[config.mk]
export PLATFORM = sky130hd
export DESIGN_NAME = timer_irq_ctrl
export DESIGN_NICKNAME = d
export VERILOG_FILES = /design/src/rtl/cpu_io_pkg.sv /design/src/rtl/timer_prescaler.sv /design/src/rtl/timer_irq_ctrl.sv
export SDC_FILE = /design/constraint.sdc
export NUM_CORES = 1
export LEC_CHECK = 0
export ABC_AREA = 1
export ABC_CLOCK_PERIOD_IN_PS = 5060
export CAP_MARGIN = 0
export CORE_MARGIN = 2
export CORE_UTILIZATION = 54
export DETAILED_ROUTE_END_ITERATION = 10
export GPL_TIMING_DRIVEN = 0
export PLACE_DENSITY = 0.76
export SLEW_MARGIN = 20
export SYNTH_ARGS = -nofsm -noshare
export SYNTH_HDL_FRONTEND = slang
export SYNTH_SLANG_ARGS = --single-unit
export TNS_END_PERCENT = 50
[constraint.sdc]
create_clock -name clk -period 5.06 [get_ports clk]
set_clock_uncertainty 0.15 [all_clocks]
set_input_delay 1.012 -clock clk [delete_from_list [all_inputs] [get_ports clk]]
set_output_delay 1.012 -clock clk [all_outputs]
set_load 0.005 [all_outputs]
[src/rtl/cpu_io_pkg.sv]
//------------------------------------------------------------------------------
// Module  : cpu_io_pkg
// Brief   : Shared CPU output-port constants and timer state type.
// Revision: 1.0 - initial release
//------------------------------------------------------------------------------
`default_nettype none

package cpu_io_pkg;

    localparam logic [1:0] PORT_ID_TIMER = 2'd3;

    localparam logic [1:0] REG_RELOAD_LO = 2'b00;
    localparam logic [1:0] REG_RELOAD_HI = 2'b01;
    localparam logic [1:0] REG_PRESCALE  = 2'b10;
    localparam logic [1:0] REG_CTRL      = 2'b11;

    localparam int unsigned CTRL_EN      = 0;
    localparam int unsigned CTRL_ONESHOT = 1;
    localparam int unsigned CTRL_IE      = 2;
    localparam int unsigned CTRL_CLR     = 3;

    typedef enum logic [1:0] {
        IDLE = 2'd0,
        RUN  = 2'd1,
        DONE = 2'd2
    } timer_state_t;

endpackage

`default_nettype wire

[src/rtl/timer_prescaler.sv]
//------------------------------------------------------------------------------
// Module  : timer_prescaler
// Brief   : 8-bit wrap counter (0..limit) emitting a one-cycle tick on wrap.
// Revision: 1.0 - initial release
//------------------------------------------------------------------------------
`default_nettype none

module timer_prescaler (
    input  logic       clk,
    input  logic       rst,
    input  logic       i_en,
    input  logic       i_clr,
    input  logic [7:0] i_prescale,
    output logic       o_tick
);

    logic [7:0] r_cnt;
    logic [7:0] r_limit;
    logic       w_wrap;

    assign w_wrap = i_en && (r_cnt == r_limit);
    assign o_tick = w_wrap;

    // The limit is only re-sampled at a wrap (or while parked), so a new
    // prescale value never shortens or stretches the interval in progress.
    always_ff @(posedge clk or posedge rst) begin
        if (rst) begin
            r_cnt   <= 8'd0;
            r_limit <= 8'd0;
        end else if (i_clr || !i_en || w_wrap) begin
            r_cnt   <= 8'd0;
            r_limit <= i_prescale;
        end else begin
            r_cnt   <= r_cnt + 8'd1;
        end
    end

endmodule

`default_nettype wire

[src/rtl/timer_irq_ctrl.sv]
//------------------------------------------------------------------------------
// Module  : timer_irq_ctrl
// Brief   : Programmable interval timer generating the CPU timer interrupt.
// Revision: 1.0 - initial release
//------------------------------------------------------------------------------
`default_nettype none

module timer_irq_ctrl
    import cpu_io_pkg::*;
#(
    parameter int unsigned      WIDTH        = 16,
    parameter logic [1:0]       PORT_ID      = PORT_ID_TIMER,
    parameter logic [WIDTH-1:0] RESET_RELOAD = {WIDTH{1'b1}}
) (
    input  logic             clk,
    input  logic             reset,
    input  logic             we_o,
    input  logic [1:0]       io_port,
    input  logic [1:0]       hilo_out,
    input  logic [7:0]       wdata,
    input  logic             irq_ack,
    output logic             i_timer,
    output logic [WIDTH-1:0] count,
    output logic [7:0]       status
);

    timer_state_t     r_state;
    logic [WIDTH-1:0] r_count;
    logic [WIDTH-1:0] r_reload;
    logic [7:0]       r_lo_shadow;
    logic [7:0]       r_prescale;
    logic             r_oneshot;
    logic             r_ie;
    logic             r_pending;
    logic             r_overrun;

    logic w_wr;
    logic w_wr_ctrl;
    logic w_start;
    logic w_stop;
    logic w_clr;
    logic w_tick;
    logic w_expire;
    logic w_event;

    assign w_wr      = we_o && (io_port == PORT_ID);
    assign w_wr_ctrl = w_wr && (hilo_out == REG_CTRL);
    assign w_start   = w_wr_ctrl && wdata[CTRL_EN] && (r_state != RUN);
    assign w_stop    = w_wr_ctrl && !wdata[CTRL_EN];
    assign w_clr     = w_wr_ctrl && wdata[CTRL_CLR];
    assign w_expire  = (r_state == RUN) && w_tick && (r_count == '0);
    assign w_event   = w_expire && r_ie;

    timer_prescaler u_prescaler (
        .clk        (clk),
        .rst        (reset),
        .i_en       (r_state == RUN),
        .i_clr      (w_start || w_clr),
        .i_prescale (r_prescale),
        .o_tick     (w_tick)
    );

    // Low byte is staged so the 16-bit reload only changes on the high write.
    always_ff @(posedge clk or posedge reset) begin
        if (reset) begin
            r_lo_shadow <= 8'd0;
            r_reload    <= RESET_RELOAD;
            r_prescale  <= 8'd0;
            r_oneshot   <= 1'b0;
            r_ie        <= 1'b0;
        end else if (w_wr) begin
            case (hilo_out)
                REG_RELOAD_LO: r_lo_shadow <= wdata;
                REG_RELOAD_HI: r_reload    <= WIDTH'({wdata, r_lo_shadow});
                REG_PRESCALE:  r_prescale  <= wdata;
                REG_CTRL: begin
                    r_oneshot <= wdata[CTRL_ONESHOT];
                    r_ie      <= wdata[CTRL_IE];
                end
                default: ;
            endcase
        end
    end

    always_ff @(posedge clk or posedge reset) begin
        if (reset) begin
            r_state <= IDLE;
            r_count <= '0;
        end else if (w_stop) begin
            r_state <= IDLE;
            if (w_clr) begin
                r_count <= r_reload;
            end
        end else if (w_start) begin
            r_state <= RUN;
            r_count <= r_reload;
        end else if (w_clr) begin
            r_count <= r_reload;
        end else if ((r_state == RUN) && w_tick) begin
            if (r_count == '0) begin
                if (r_oneshot) begin
                    r_state <= DONE;
                end else begin
                    r_count <= r_reload;
                end
            end else begin
                r_count <= r_count - WIDTH'(1);
            end
        end
    end

    // An ack landing on the same edge as a new expiry retires the old event
    // only, so the new one stays pending without counting as an overrun.
    always_ff @(posedge clk or posedge reset) begin
        if (reset) begin
            r_pending <= 1'b0;
            r_overrun <= 1'b0;
        end else if (w_event) begin
            r_pending <= 1'b1;
            r_overrun <= irq_ack ? 1'b0 : (r_overrun | r_pending);
        end else if (irq_ack) begin
            r_pending <= 1'b0;
            r_overrun <= 1'b0;
        end
    end

    assign i_timer = r_pending;
    assign count   = r_count;
    assign status  = {5'b0, r_overrun, (r_state == RUN), r_pending};

endmodule

`default_nettype wire

Word level (Yosys, flattened, before mapping)
Index checks and enable logic that the tools add are counted.
{ "totals": {"regBits": 70, "in_bits": 16, "wordCells": 70, "output_inout_bits": 25} }
{ "op_classes": {"reduce_logical": 28, "bitwise": 1, "mux": 18, "eq_ne": 10, "add_sub_neg": 2} }
{ "ops": {"columns": ["operator", "n"], "rows": [
  ["16-bit 2-to-1 mux", 7],
  ["16-bit zero test", 1],
  ["16-bit by 1-bit subtractor with 16-bit output, second input constant", 1],
  ["2-bit 2-to-1 mux", 6],
  ["3-bit nonzero test", 4],
  ["1-bit logical AND", 10],
  ["8-bit by 1-bit adder with 8-bit output, second input constant", 1],
  ["8-bit equality test", 1],
  ["8-bit 2-to-1 mux", 1],
  ["2-bit AND reduction", 4],
  ["2-bit equality test, second input constant", 3],
  ["2-bit by 1-bit equality test with 1-bit output, second input constant", 2],
  ["1-bit 2-to-1 mux", 4],
  ["2-bit by 1-bit inequality test with 1-bit output, second input constant", 2],
  ["4-bit inequality test, second input constant", 1],
  ["4-bit AND reduction", 1],
  ["1-bit logical OR", 3],
  ["3-bit inequality test, second input constant", 1],
  ["3-bit AND reduction", 1],
  ["1-bit zero test", 2],
  ["2-bit zero test", 1],
  ["2-bit nonzero test", 1],
  ["1-bit OR", 1]
]} }

Depth between registers and ports, before layout
{ "logic_depth": {"depth_word": 9, "mapped_depth": 14, "mapped_depth_nobuf": 13} }

Cells and area by module
Synthesis repeated with hierarchy kept, for this count alone.
{ "unflattened": {"hier_cells": 521, "hier_area_um2": 3831.2} }
{ "by_module_without_submodules": {"columns": ["module", "area_per_inst_um2", "cells_each", "n_inst", "seq_area_each_um2"], "rows": [
  ["timer_irq_ctrl", 2876.5, 398, 1, 1371.3],
  ["timer_prescaler", 954.7, 123, 1, 400.4]
]} }

Worst setup path after synthesis
OpenSTA, ideal clock, no wires.
{ "synth_timing": {"kind": "input to register", "start": "in we_o", "end": "reg r_count[10] (netlist: count[10])", "path_slack_ps": 2845, "required_time_ps": 4792, "t_arrival_ps": 1948, "cell_stages": 10, "setup_time_ps": 118, "n_path_buf": 1, "path_cell_list": "nand3_2 -> nor2_8 -> nand2_1 -> nand2_1 -> nor2_2 -> buf_6 -> nor2_1 -> nor2_1 -> nand3_1 -> nand2_1"} }
{ "synth_between": {"elab_chain_len": 6, "word_cells_on_any_way": 13, "classes_between": "eq/ne (2); mux (3); reduce/logical (8)"} }
{ "synth_lines": {"columns": ["item", "line", "text"], "rows": [
  ["start: declaration", "timer_irq_ctrl.sv:17", "input logic we_o,"],
  ["1-bit logical AND *", "timer_irq_ctrl.sv:46", "assign w_wr = we_o && (io_port == PORT_ID);"],
  ["1-bit logical AND *", "timer_irq_ctrl.sv:47", "assign w_wr_ctrl = w_wr && (hilo_out == REG_CTRL);"],
  ["1-bit logical AND, on equally long branches", "timer_irq_ctrl.sv:48, timer_irq_ctrl.sv:50", null],
  ["1-bit logical AND / 16-bit 2-to-1 mux (equally long branches)", "timer_irq_ctrl.sv:48, timer_irq_ctrl.sv:97", null],
  ["4-bit inequality test (no source line) (tied with other cells)", null, null],
  ["3-bit AND reduction (no source line) / 16-bit 2-to-1 mux (equally long branches)", null, null],
  ["end signal: assignment", "timer_irq_ctrl.sv:92", "r_count <= r_reload;"],
  ["end signal: assignment", "timer_irq_ctrl.sv:96", "r_count <= r_reload;"],
  ["end signal: assignment", "timer_irq_ctrl.sv:98", "r_count <= r_reload;"],
  ["end: declaration", "timer_irq_ctrl.sv:28", "logic [WIDTH-1:0] r_count;"]
]} }
Mark *: on every way between the ends. The rest lies on a longest branch, timed or not.
A chain may end at the register's enable or synchronous reset.

Worst setup path after layout
{ "layout_timing": {"start": "reg r_state[1]", "end": "out status[1]"} }
{ "layout_between": {"elab_chain_len": 1} }
{ "layout_lines": {"columns": ["item", "line", "text"], "rows": [
  ["start: declaration", "timer_irq_ctrl.sv:27", "timer_state_t r_state;"],
  ["start signal: assignment", "timer_irq_ctrl.sv:87", "r_state <= IDLE;"],
  ["start signal: assignment", "timer_irq_ctrl.sv:90", "r_state <= IDLE;"],
  ["start signal: assignment", "timer_irq_ctrl.sv:95", "r_state <= RUN;"],
  ["2-bit by 1-bit equality test with 1-bit output", null, null],
  ["end: declaration", "timer_irq_ctrl.sv:24", "output logic [7:0] status"]
]} }
Every way passes these cells.

==> summary.md <==
Detailed routing
- highest routed metal layer: met4
- number of iterations in the first detailed-routing pass: 5
- DR WL/cell: 13.5 um
- number of nets with antenna violations after routing: 0
- post-detailed-routing wire length: 8.11 mm
- per-cell via count in the routed design: 5.14
- via count of the routed design: 3101
- total met3 wirelength after detailed routing: 377 um
- M1 wire length: 3.83 mm
- DR WL met2: 3.78 mm
- drt initial violations: 186
- DRC violation count after routing: 0

Setup path
- data arrival time of the critical path: 1540 ps
- Crit Path Class: reg -> out
- R2R setup slack: 2980 ps
- reg-to-reg critical path endpoint: count[8]$_DFFE_PP0P_
- FF-to-FF Start: count[0]$_DFFE_PP0P_
- worst reg-to-reg path cell count: 14
- worst path required time: 3900 ps
- endpoint class of the critical path: output port
- launching element type of the critical path: flop
- highest fanout seen on the critical path: 4

Timing
- fin crit period: 2700 ps
- Setup Viol. Count Final: 0
- Max Clock Freq: 0.370 GHz
- hold violation total from the final report: 0
- portion of the clock cycle consumed by the worst path in the final layout: 53.4%
- final hold slack: 342 ps
- Final Max Slew Viols: 0
- unrepaired setup endpoints after global routing: false
- setup TNS: 0 ps

Clock network
- clk buf depth: 2
- post-CTS setup repair buffer count: 0
- clock tree from TritonCTS: yes
- number of H-tree levels: 3
- clock slew at reported path FFs: 80 ps
- post-cts gate resize count: 0
- cell at the root of the clock tree: clkbuf_8
- sink count of the clock tree: 70
- total CTS buffers: 9
- clock insertion delay at the later pin of the skew report: 350 ps
- hold buffer count at cts: 0

Synthesis
- Avg Cell Area, Syn: 7.99 um^2
- synthesis-stage register bit count: 70
- count of cell types in the netlist: 35
- fraction of registers with async set or reset after synthesis: 100%
- leading cell type by number of instances after synthesis: nand2_1
- prevailing post-synth register cell: dfrtp_1
- Post-Synthesis Cell Area: 0.00373 mm^2
- Post-synth EDFFs: 0
- share of the synthesized area in the top cell type: 36.2%
- post-synthesis cell count: 467
- top cells by instance count after synthesis: nand2_1 (130), nor2_1 (76), dfrtp_1 (54)
- count of synthesis-stage warnings from yosys: 0
- synth top area cells: dfrtp_1 (36%), nand2_1 (13%), dfstp_2 (11%)
- leading area contributor after synthesis: dfrtp_1
- register area share after synthesis: 47.5%

Global route
- first-pass GRT wire length: 13.5 mm
- vias in the first global route: 2915
- initial antenna violation count: 0
- largest net degree at the start of global routing: 53
- GRT Residual Overflow: 0
- total routing usage reported by global routing: 23.2%

Power and ir drop
- leakage component of the power: 2.20 nW
- internal portion of total power: 1.38 mW
- part of the power in registers: 39.4%
- combinational power share: 39.9%
- areal power density over the cells: 504 mW/mm^2
- switching power as a share of total power: 38.3%
- net switching power figure: 855 uW
- peak supply drop: 190 uV
- clock share of power: 20.7%

Hold path
- HP Start: r_lo_shadow[1]$_DFFE_PP0P_
- hold worst-path end: r_lo_shadow[1]$_DFFE_PP0P_
- worst min path class: reg -> reg
- Hold Crit Depth: 2

Cells and area
- area added between synthesis and finish: 18.7%
- count of non-filler cells in the finished layout: 603
- Final Net Count: 537
- number of antenna repair diodes: 0
- proportion of layout cells with a drive suffix above 1: 15.7%

Status
- status: finished, final reports clean

Floorplan
- total core area: 0.00676 mm^2
- die width: 87.1 um
- die footprint: 0.00759 mm^2
- IO Count: 41
- starting utilization of the core area: 55.2%
- vertical extent of the die: 87.1 um
- number of rows in the core area: 30

Placement
- last weighted congestion value of the routability-driven placer: 0.924
- total of buffers placed on input and output ports: 35
- Detail Placement HPWL: 5.97 mm
- number of instances in the placed design: 587

Flow run
- max-cap check violation count: 0

[cells in the final DEF (no fill, tap or decap), types with 6 or more instances in the layout]
cell	count
dfrtp_1	54
nand2_1	130
clkdlybuf4s50_1	35
clkbuf_8	10
nor2_1	76
xor2_1	7
dfstp_2	16
nand3_2	6
buf_4	11
o21ai_0	24
inv_1	44
a21oi_1	20
nand3_1	22
mux2_2	7
[cells by family (layout without fill, tap and decap cells)]
| logic type | after synthesis | in the layout | share of synthesized area, % |
|---|---|---|---|
| muxes | 7 | 7 | 2.11 |
| adders and majority gates | 3 | 3 | 1.01 |
| buffers and inverters | 68 | 120 | 9.06 |
| and+or+nand+nor | 259 | 259 | 30.9 |
| other | 1 | 5 | 0.101 |
| DFF | 70 | 70 | 47.5 |
| xor gates and xnor gates | 9 | 9 | 2.11 |
| AOI/OAI and AO/OA | 50 | 50 | 7.25 |
[per-layer routing]
layer	up-vias	global-route usage (%)
met5	-	0
met4	0	8.81
met3	11	4.74
met2	86	36.5
met1	1451	31.9
li1	1553	-
[worst max-delay path, stage by stage, from the launching register on]
cell and delay (ps):
dfrtp_1 410, nor2_4 170, buf_4 120, clkdlybuf4s50_1 490
[flip-flops by register name, summed over array words and instances (netlist names)]
| name | count |
|---|---|
| r_lo_shadow | 8 |
| count | 16 |
| u_prescaler.r_limit | 8 |
| r_overrun | 1 |
| r_ie | 1 |
| r_state | 2 |
| i_timer | 1 |
| u_prescaler.r_cnt | 8 |
| r_prescale | 8 |
| r_oneshot | 1 |
| r_reload | 16 |
[layout make-up]
type | count | area (um^2)
inverters | 47 | 179
multi-input cells | 333 | 1640
repair buffers | 36 | 378
plain buffers | 21 | 161
flip-flops and latches | 70 | 1770
clock buffers | 12 | 145
clock inverters | 4 | 55.1
fillers | 575 | 2330
well taps | 80 | 100
[how the worst max path moves through the flow]
stage	to	depth (start not counted)	from	slack, ps
6_report	status[1]	3	r_state[1]$_DFFE_PP0P_	2360
3_3_place_gp	r_lo_shadow[4]$_DFFE_PP0P_	2	reset	990
2_1_floorplan	count[0]$_DFFE_PP0P_	1	reset	2160
4_1_cts	status[1]	3	r_state[1]$_DFFE_PP0P_	2350
3_5_place_dp	count[8]$_DFFE_PP0P_	11	hilo_out[0]	2110
5_1_grt	status[1]	4	r_state[0]$_DFFE_PP0P_	2310
[metrics by stage]
| step | setup slack (ps) | utilization (%) | power [mW] | cell area (um^2) |
|---|---|---|---|---|
| 6_report | 2360 | 65.5 | 2.23 | 4430 |
| 2_1_floorplan | 2160 | - | 1.47 | 3740 |
| 4_1_cts | 2350 | 65.5 | 2.23 | 4430 |
| 3_5_place_dp | 2110 | 62.5 | 1.77 | 4230 |
| 5_1_grt | 2310 | 65.5 | 2.41 | 4430 |
| 3_3_place_gp | 988 | 62.1 | 1.74 | 4200 |
[power groups by stage]
stage | logic [mW] | registers (mW) | clock network [mW]
after floorplan | 0.626 | 0.848 | 0
after global placement | 0.857 | 0.880 | 0
after detailed placement | 0.882 | 0.886 | 0
after CTS | 0.889 | 0.876 | 0.467
after global routing | 1.01 | 0.899 | 0.494
final | 0.890 | 0.880 | 0.461
(Power assumes the default switching activity.)
